<file path="src/rtl/bg_sched_pkg.sv">
// Shared types and constants for the background frame scheduler.
//   bg_mode_e     : image selection mode (manual requests or timed auto cycling)
//   ROM_ADDR_W    : background ROM address width
//   CALC_W        : width of the address-scaling intermediates
//   COORD_W       : DrawX/DrawY width
//   DEF_*         : default source image and screen geometry
package bg_sched_pkg;

  typedef enum logic {
    ModeManual,
    ModeAuto
  } bg_mode_e;

  localparam int unsigned ROM_ADDR_W = 17;
  localparam int unsigned CALC_W     = 27;
  localparam int unsigned COORD_W    = 10;

  localparam int unsigned DEF_IMG_W    = 175;
  localparam int unsigned DEF_IMG_H    = 480;
  localparam int unsigned DEF_SCREEN_W = 640;
  localparam int unsigned DEF_SCREEN_H = 480;

endpackage

</file>
<file path="src/rtl/bg_addr_gen.sv">
// Background ROM address stage and blank delay line.
// Scales the screen coordinate onto the source image and registers the
// resulting ROM address (1 cycle). blank is delayed 2 cycles so it lines up
// with the ROM data that comes back one cycle after the address.
// Ports:
//   vga_clk     in  pixel clock
//   reset       in  asynchronous, active-high
//   DrawX/DrawY in  current pixel column/row
//   blank       in  1 = visible pixel
//   rom_address out registered scaled address, 0 outside the visible area
//   pix_blank   out blank delayed 2 cycles
module bg_addr_gen
  import bg_sched_pkg::*;
#(
  parameter int unsigned IMG_W    = DEF_IMG_W,
  parameter int unsigned IMG_H    = DEF_IMG_H,
  parameter int unsigned SCREEN_W = DEF_SCREEN_W,
  parameter int unsigned SCREEN_H = DEF_SCREEN_H
) (
  input  logic                  vga_clk,
  input  logic                  reset,
  input  logic [COORD_W-1:0]    DrawX,
  input  logic [COORD_W-1:0]    DrawY,
  input  logic                  blank,
  output logic [ROM_ADDR_W-1:0] rom_address,
  output logic                  pix_blank
);

  logic [CALC_W-1:0]        w_x_scaled;
  logic [CALC_W-1:0]        w_row;
  logic [CALC_W-1:0]        w_addr;
  logic                     w_in_view;
  logic [CALC_W-ROM_ADDR_W-1:0] w_unused_hi;

  logic [ROM_ADDR_W-1:0]    r_rom_address;
  logic                     r_blank_d;
  logic                     r_pix_blank;

  always_comb begin
    w_x_scaled = (CALC_W'(DrawX) * CALC_W'(IMG_W)) / CALC_W'(SCREEN_W);
    w_row      = (CALC_W'(DrawY) * CALC_W'(IMG_H)) / CALC_W'(SCREEN_H);
    w_addr     = w_x_scaled + w_row * CALC_W'(IMG_W);
    w_in_view  = (32'(DrawX) < SCREEN_W) && (32'(DrawY) < SCREEN_H);
  end

  // Upper bits are always zero for in-range geometry.
  assign w_unused_hi = w_addr[CALC_W-1:ROM_ADDR_W];

  always_ff @(posedge vga_clk or posedge reset) begin
    if (reset) begin
      r_rom_address <= '0;
      r_blank_d     <= 1'b0;
      r_pix_blank   <= 1'b0;
    end else begin
      r_rom_address <= w_in_view ? w_addr[ROM_ADDR_W-1:0] : '0;
      r_blank_d     <= blank;
      r_pix_blank   <= r_blank_d;
    end
  end

  assign rom_address = r_rom_address;
  assign pix_blank   = r_pix_blank;

endmodule

</file>
<file path="src/rtl/bg_frame_scheduler.sv">
// Background image scheduler: picks which of NUM_BG images drives the
// ROM/palette mux, switching only on frame boundaries.
// Optional feature macro: BG_SCHED_AUTO_EN builds the AUTO mode FSM and the
// frame-hold counter; without it the scheduler is manual-only and auto_en is
// ignored.
// Ports:
//   vga_clk, reset        pixel clock, asynchronous active-high reset
//   DrawX, DrawY, blank   raster position and visible flag
//   sel_req_valid/idx     manual select request, sel_req_ready = accepted
//   auto_en               request automatic cycling (sampled at frame_start)
//   bg_sel                current image index
//   rom_address           scaled ROM address (1 cycle after DrawX/DrawY)
//   pix_blank             blank delayed 2 cycles
//   frame_start           1-cycle pulse after the first pixel of a frame
module bg_frame_scheduler
  import bg_sched_pkg::*;
#(
  parameter int unsigned NUM_BG      = 4,
  parameter int unsigned IMG_W       = DEF_IMG_W,
  parameter int unsigned IMG_H       = DEF_IMG_H,
  parameter int unsigned SCREEN_W    = DEF_SCREEN_W,
  parameter int unsigned SCREEN_H    = DEF_SCREEN_H,
  parameter int unsigned HOLD_FRAMES = 60,
  localparam int unsigned IDX_W      = $clog2(NUM_BG)
) (
  input  logic                  vga_clk,
  input  logic                  reset,
  input  logic [COORD_W-1:0]    DrawX,
  input  logic [COORD_W-1:0]    DrawY,
  input  logic                  blank,
  input  logic                  sel_req_valid,
  input  logic [IDX_W-1:0]      sel_req_idx,
  output logic                  sel_req_ready,
  input  logic                  auto_en,
  output logic [IDX_W-1:0]      bg_sel,
  output logic [ROM_ADDR_W-1:0] rom_address,
  output logic                  pix_blank,
  output logic                  frame_start
);

  logic             w_origin;
  logic             w_auto_adv;
  logic [IDX_W-1:0] w_bg_sel_d;
  logic             w_pend_vld_d;
  logic [IDX_W-1:0] w_pend_idx_d;

  logic             r_origin;
  logic             r_frame_start;
  logic [IDX_W-1:0] r_bg_sel;
  logic             r_pend_vld;
  logic [IDX_W-1:0] r_pend_idx;

  assign w_origin = (DrawX == '0) && (DrawY == '0);

`ifdef BG_SCHED_AUTO_EN
  localparam int unsigned CNT_W = (HOLD_FRAMES > 1) ? $clog2(HOLD_FRAMES) : 1;

  bg_mode_e         r_mode;
  bg_mode_e         w_mode_d;
  logic [CNT_W-1:0] r_cnt;
  logic [CNT_W-1:0] w_cnt_d;

  always_comb begin
    w_mode_d   = r_mode;
    w_cnt_d    = r_cnt;
    w_auto_adv = 1'b0;
    if (r_frame_start) begin
      w_mode_d = auto_en ? ModeAuto : ModeManual;
      unique case (r_mode)
        ModeManual: begin
          if (auto_en) w_cnt_d = '0;
        end
        ModeAuto: begin
          // A pending manual request wins over this frame's auto advance.
          if (r_pend_vld) begin
            w_cnt_d = '0;
          end else if (r_cnt == CNT_W'(HOLD_FRAMES - 1)) begin
            w_cnt_d    = '0;
            w_auto_adv = 1'b1;
          end else begin
            w_cnt_d = r_cnt + 1'b1;
          end
        end
        default: w_mode_d = ModeManual;
      endcase
    end
  end

  always_ff @(posedge vga_clk or posedge reset) begin
    if (reset) begin
      r_mode <= ModeManual;
      r_cnt  <= '0;
    end else begin
      r_mode <= w_mode_d;
      r_cnt  <= w_cnt_d;
    end
  end
`else
  // Manual-only build: the mode is permanently MANUAL.
  logic w_unused_auto_en;
  assign w_unused_auto_en = auto_en;
  assign w_auto_adv       = 1'b0;
`endif

  always_comb begin
    w_bg_sel_d   = r_bg_sel;
    w_pend_vld_d = r_pend_vld;
    w_pend_idx_d = r_pend_idx;
    if (r_frame_start && r_pend_vld) begin
      w_bg_sel_d   = r_pend_idx;
      w_pend_vld_d = 1'b0;
    end else begin
      if (r_frame_start && w_auto_adv) begin
        w_bg_sel_d = (r_bg_sel == IDX_W'(NUM_BG - 1)) ? '0 : r_bg_sel + 1'b1;
      end
      // Out-of-range indices complete the handshake but are dropped.
      if (sel_req_valid && !r_pend_vld && (32'(sel_req_idx) < NUM_BG)) begin
        w_pend_vld_d = 1'b1;
        w_pend_idx_d = sel_req_idx;
      end
    end
  end

  always_ff @(posedge vga_clk or posedge reset) begin
    if (reset) begin
      r_origin      <= 1'b0;
      r_frame_start <= 1'b0;
      r_bg_sel      <= '0;
      r_pend_vld    <= 1'b0;
      r_pend_idx    <= '0;
    end else begin
      r_origin      <= w_origin;
      r_frame_start <= w_origin && !r_origin;
      r_bg_sel      <= w_bg_sel_d;
      r_pend_vld    <= w_pend_vld_d;
      r_pend_idx    <= w_pend_idx_d;
    end
  end

  assign sel_req_ready = !r_pend_vld;
  assign bg_sel        = r_bg_sel;
  assign frame_start   = r_frame_start;

  bg_addr_gen #(
    .IMG_W    (IMG_W),
    .IMG_H    (IMG_H),
    .SCREEN_W (SCREEN_W),
    .SCREEN_H (SCREEN_H)
  ) u_addr_gen (
    .vga_clk     (vga_clk),
    .reset       (reset),
    .DrawX       (DrawX),
    .DrawY       (DrawY),
    .blank       (blank),
    .rom_address (rom_address),
    .pix_blank   (pix_blank)
  );

endmodule

</file>
<file path="config.mk">
export PLATFORM = sky130hd
export DESIGN_NAME = bg_frame_scheduler
export DESIGN_NICKNAME = d
export VERILOG_FILES = /design/src/rtl/bg_sched_pkg.sv /design/src/rtl/bg_addr_gen.sv /design/src/rtl/bg_frame_scheduler.sv
export SDC_FILE = /design/constraint.sdc
export NUM_CORES = 1
export LEC_CHECK = 0
export CAP_MARGIN = 15
export CELL_PAD_IN_SITES_DETAIL_PLACEMENT = 0
export CELL_PAD_IN_SITES_GLOBAL_PLACEMENT = 1
export CORE_ASPECT_RATIO = 2
export CORE_MARGIN = 3
export CORE_UTILIZATION = 52
export DETAILED_ROUTE_END_ITERATION = 10
export GPL_TIMING_DRIVEN = 0
export PLACE_DENSITY_LB_ADDON = 0.1
export SYNTH_ARGS = -nofsm -noshare
export SYNTH_HDL_FRONTEND = slang
export SYNTH_SLANG_ARGS = --single-unit
</file>
<file path="constraint.sdc">
create_clock -name vga_clk -period 3.9 [get_ports vga_clk]
set_clock_uncertainty 0.2 [all_clocks]
set_input_delay 1.17 -clock vga_clk [delete_from_list [all_inputs] [get_ports vga_clk]]
set_output_delay 1.17 -clock vga_clk [all_outputs]
set_load 0.1 [all_outputs]
</file>
# --- After elaboration in Yosys (flattened, before gate mapping) ---
# Cells that the tools add are included.
classes:
  magnitude_cmp: 2
  n_mul: 3
  div: 2
  add_sub_neg: 1
  n_reduce_logical: 11
  muxes: 3
  bitwise_logic: 1
ops:
  columns: ["op", "count"]
  rows:
  - ["$div A18 B10 Y27 const B", 1]
  - ["$div A19 B9 Y27 const B", 1]
  - ["$mul A27 B8 Y17 const B", 1]
  - ["$logic_not A10 Y1", 2]
  - ["$mul A10 B8 Y18 const B", 1]
  - ["$add A17 B17 Y17", 1]
  - ["$mux W17", 1]
  - ["$mul A10 B4 Y14 const B", 1]
  - ["$lt A10 B10 Y1 const B", 1]
  - ["$lt A10 B9 Y1 const B", 1]
  - ["$logic_and A1 B1 Y1", 5]
  - ["$logic_not A1 Y1", 2]
  - ["$mux W1", 2]
  - ["$reduce_and A2 Y1", 1]
  - ["$reduce_bool A2 Y1", 1]
  - ["$not A1 Y1", 1]
totals:
  in_bits: 27
  register_bits: 26

# --- Logic depth before layout (Yosys ltp) ---
depth:
  depth_word: 5
  ltp_mapped: 50
  ltp_nobuf: 49

# --- Modules after synthesis ---
# A second synthesis with hierarchy kept.
unflattened:
  cells_unflattened: 999
  hier_area_um2: 8444.3
by_module_without_submodules:
  columns: ["module", "seq_area_each_um2", "cells_each", "n_inst", "area_each_um2"]
  rows:
  - ["bg_addr_gen", 475.5, 974, 1, 8130.3]
  - ["bg_frame_scheduler", 175.2, 25, 1, 314.1]

# --- Least setup slack after synthesis ---
# OpenSTA, ideal clock, no wires.
synth_path:
  path_type: "input -> register"
  start: "input port DrawY[7]"
  end: "register u_addr_gen.r_rom_address[16], in the netlist u_addr_gen.rom_address[16]"
  cell_stages: 47
  setup_time_ps: 119
  t_required_ps: 3581
  setup_slack_ps: -7409
  t_arrival_ps: 10991
  path_cell_list: "inv_1 -> fa_1 -> fa_1 -> inv_1 -> ha_1 -> buf_2 -> a211oi_2 -> o21bai_2 -> and2_4 -> nor4_4 -> maj3_2 -> a21o_1 -> nand3_1 -> a211oi_4 -> nor2b_2 -> o211ai_1 -> o2bb2ai_2 -> a2111oi_0 -> (+11 left out) -> inv_1 -> fa_1 -> inv_1 -> ha_1 -> a21o_1 -> a21oi_1 -> o21bai_1 -> a21oi_1 -> o21bai_1 -> a21oi_1 -> o21bai_1 -> a21oi_1 -> o21bai_1 -> a21oi_1 -> o21bai_1 -> a21oi_1 -> xnor2_1 -> nor2_1"
synth_via:
  elab_chain_cells: 5
  elab_cells_between_ends: 7
  cone_classes: "add/sub (1); mul (2); div (1); order compare (1); mux (1); reduce/logical (1)"
synth_lines:
  columns: ["element", "line", "source"]
  rows:
  - ["start, declared", "bg_frame_scheduler.sv:29", "input logic [COORD_W-1:0] DrawY,"]
  - ["$mul A10 B4 Y14", "bg_addr_gen.sv:41", "w_row = (CALC_W'(DrawY) * CALC_W'(IMG_H)) / CALC_W'(SCREEN_H);"]
  - ["$div A19 B9 Y27", "bg_addr_gen.sv:41", null]
  - ["$mul A27 B8 Y17", "bg_addr_gen.sv:42", "w_addr = w_x_scaled + w_row * CALC_W'(IMG_W);"]
  - ["$add A17 B17 Y17", "bg_addr_gen.sv:42", null]
  - ["$mux W17 *", "bg_addr_gen.sv:55", "r_rom_address <= w_in_view ? w_addr[ROM_ADDR_W-1:0] : '0;"]
  - ["end signal, assigned", "bg_addr_gen.sv:55", null]
  - ["end, declared", "bg_addr_gen.sv:35", "logic [ROM_ADDR_W-1:0] r_rom_address;"]
# Every way passes the cells marked *; elsewhere a longest branch is shown, timed or not.
# A chain may end at the register's enable or synchronous reset.

# --- Worst setup path in the final report ---
layout_path:
  start: "input port DrawY[1]"
  end: "register u_addr_gen.r_rom_address[15], in the netlist u_addr_gen.rom_address[15]"
# The elaborated chain is that of the path after synthesis.

==> flow_summary.ini <==
[run_status]
status = finished, violations left
violations = setup timing

[routing]
detailroute.via_count = 7695
antenna_left = 0
vias_per_cell = 5.69
drc = 0
wl_met2_um = 13500
wire_per_inst_um = 16.5
met3_length_um = 430
top_layer = met4
met1Wirelength_um = 7540
firstDrtPassIters = 4
drt_wl_total_um = 22300
drtIter0Drc = 244

[final_layout]
area_growth_pct = 32.9
mostFrequentLayoutCell = inv_1
fin_area_mm2 = 0.0113
final_cell_mix = inv_1, ha_1, buf_4, fa_1, nor2_1
fin_nets = 1401
antennaDiodeCount = 0
drive_gt1_frac = 0.291

[clocking]
clkTransAtPathRegs_ns = 0.08
insertion_delay_ns = 0.27
cts-root-buf = clkbuf_16
tritoncts = yes
ctsLongestPathBuffers = 2
clock_sinks = 26
htreeDepth = 1
hold_buffers = 0
cts_buffers = 3

[die]
start_util = 0.535
core_region_area_mm2 = 0.0159
die_x_um = 96.6
ios = 49
die_area_mm2 = 0.0181
fp.dieH_um = 187
row_count = 65

[yosys]
synth_ff_type = dfrtp_1
async_flop_share = 1.00
synth-edff-count = 0
synthDistinctLibCells = 102
seq_area_frac_synth = 0.0763
synth_area_mm2 = 0.00853
syn-num-nets = 1241
ys_ff_latch = 26
synth.avg_cell_area_um2 = 8.59
synthCells = 993
yosysWarnings = 0

[placement]
placed_cell_area_mm2 = 0.00950
dpl.hpwl_um = 17400
numPortBuffers = 47
place_congestion = 0.928
post-place-ws_ns = -8.93

[global_route]
antenna_found_initial = 0
grt_max_degree = 27
grt_overflow = 0
grt_pass1_wl_um = 37600
grt_pass1_vias = 8292
grt_usage = 0.257

[critical_path]
crit_required_ns = 3.85
worstSetupEndpointType = flop
critPathLaunchType = input pin
crit_arrival_ns = 11.18
path_max_fanout = 10
max_stage_delay_ns = 0.59
critPathKind = input pin to flop
crit_slowest_cell = fa_1
crit_top_cell = a21oi_2

[sta]
worst_pin_slew_ns = 1.15
hold_viol_final = 0
whs_ns = 0.153
setup_viol = 17
relSlewSlack = 0.228
setup_ws_ns = -7.33
period_minus_slack_ns = 11.23
final_max_slew_viol_count = 0
timing.fmax_mhz = 89.0
period_share = 2.88
rsz0062_at_grt = yes

[min_path]
hp-class = flop to flop

[run]
cap_violations = 0
[worst paths after layout]
kind,cells after the start,to,start,slack (ns)
max,48,u_addr_gen.rom_address[15],DrawY[1],-7.33
min,0,u_addr_gen.pix_blank,u_addr_gen.r_blank_d,0.15
max reg2reg,2,r_pend_idx[1],r_pend_vld,2.52
min reg2reg,0,u_addr_gen.pix_blank,u_addr_gen.r_blank_d,0.15
max in group asynchronous,3,u_addr_gen.rom_address[5],reset,1.92
min in group asynchronous,2,u_addr_gen.rom_address[15],reset,1.08
[metrics by stage]
stage / utilization / instances / setup TNS (ns)
finish: 0.711 / 1353 / -108.09
global route: 0.711 / 1353 / -113.30
CTS: 0.680 / 1328 / -103.13
detailed placement: 0.596 / 1241 / -130.82
global placement: 0.596 / 1241 / -130.27
floorplan: - / 993 / -98.04
[sequential cells by signal, indices dropped and copies added, names as in the netlist]
register and cells:
u_addr_gen.pix_blank 1, r_pend_vld 1, u_addr_gen.rom_address 17, bg_sel 2
u_addr_gen.r_blank_d 1, r_pend_idx 2, r_origin 1, frame_start 1
[synth_stat cells (4+ instances only)]
master / instances / share of area
nor2b_1: 5 / 0.0037
nand3_1: 16 / 0.0094
nor2_1: 64 / 0.028
ha_1: 134 / 0.20
a211o_1: 4 / 0.0041
a21o_1: 14 / 0.012
mux2i_1: 5 / 0.0059
o221ai_1: 4 / 0.0041
inv_1: 197 / 0.087
a21oi_1: 48 / 0.028
nor3_1: 26 / 0.015
a31oi_1: 7 / 0.0051
o21ai_1: 6 / 0.0035
xor2_1: 14 / 0.014
a22oi_1: 4 / 0.0035
o22ai_1: 7 / 0.0051
and2_1: 8 / 0.0059
fa_1: 87 / 0.20
o21ai_0: 38 / 0.022
dfrtp_1: 26 / 0.076
xnor2_1: 39 / 0.040
nand2_1: 38 / 0.017
clkbuf_1: 14 / 0.0062
a211oi_2: 6 / 0.0088
or3_1: 6 / 0.0044
mux2_2: 7 / 0.0092
a211oi_1: 5 / 0.0044
o31ai_1: 6 / 0.0053
nand2b_1: 5 / 0.0037
nor4_1: 4 / 0.0029
nand4_1: 7 / 0.0051
and3_1: 12 / 0.0088
buf_2: 6 / 0.0035
o21a_1: 10 / 0.0088
maj3_1: 4 / 0.0047
o21bai_1: 13 / 0.011
[worst max-delay path: cells and delay by family]
family                     cells  cell delay (ns)
AOI/OAI and AO/OA             19             3.91
adders and majority gates      8             2.97
and+or+nand+nor                7             1.24
buffers and inverters         11             1.19
muxes                          1             0.41
xor gates and xnor gates       2             0.30
[cells by family (layout without fill, tap and decap cells)]
group / count (synthesis) / in the layout / synth area share
flops: 26 / 26 / 0.0763
simple gates: 218 / 218 / 0.134
compound gates: 236 / 236 / 0.210
mux: 13 / 13 / 0.0167
xor+xnor: 55 / 55 / 0.0582
buf+inv: 219 / 378 / 0.0976
fa+ha+maj: 226 / 226 / 0.407
[metal layers]
layer  up-vias  GRT usage
met5         -          0
li1       3714          -
met2       139      0.524
met3        49    0.00966
met1      3793      0.258
met4         0     0.0908
[area by class of cell]
| cell class | instances | area (µm²) |
|---|---|---|
| Buffer | 17 | 125 |
| Clock buffer | 3 | 75.1 |
| Clock inverter | 1 | 30.0 |
| Fill cell | 1263 | 4610 |
| Inverter | 197 | 753 |
| Multi-Input combinational cell | 748 | 8110 |
| Sequential cell | 26 | 651 |
| Tap cell | 201 | 251 |
| Timing Repair Buffer | 160 | 1330 |
[repair_timing]
item | in CTS | in global routing
setup buffers | 90 | 25
endpoints found under the setup margin | 17 | 17
pin swaps | 89 | 60
cloned | 0 | 0
resized for setup | 241 | 65
Power is left out: the tool's default activity adds up to more than one toggle a clock period on the data nets, which glitch-free logic cannot reach.
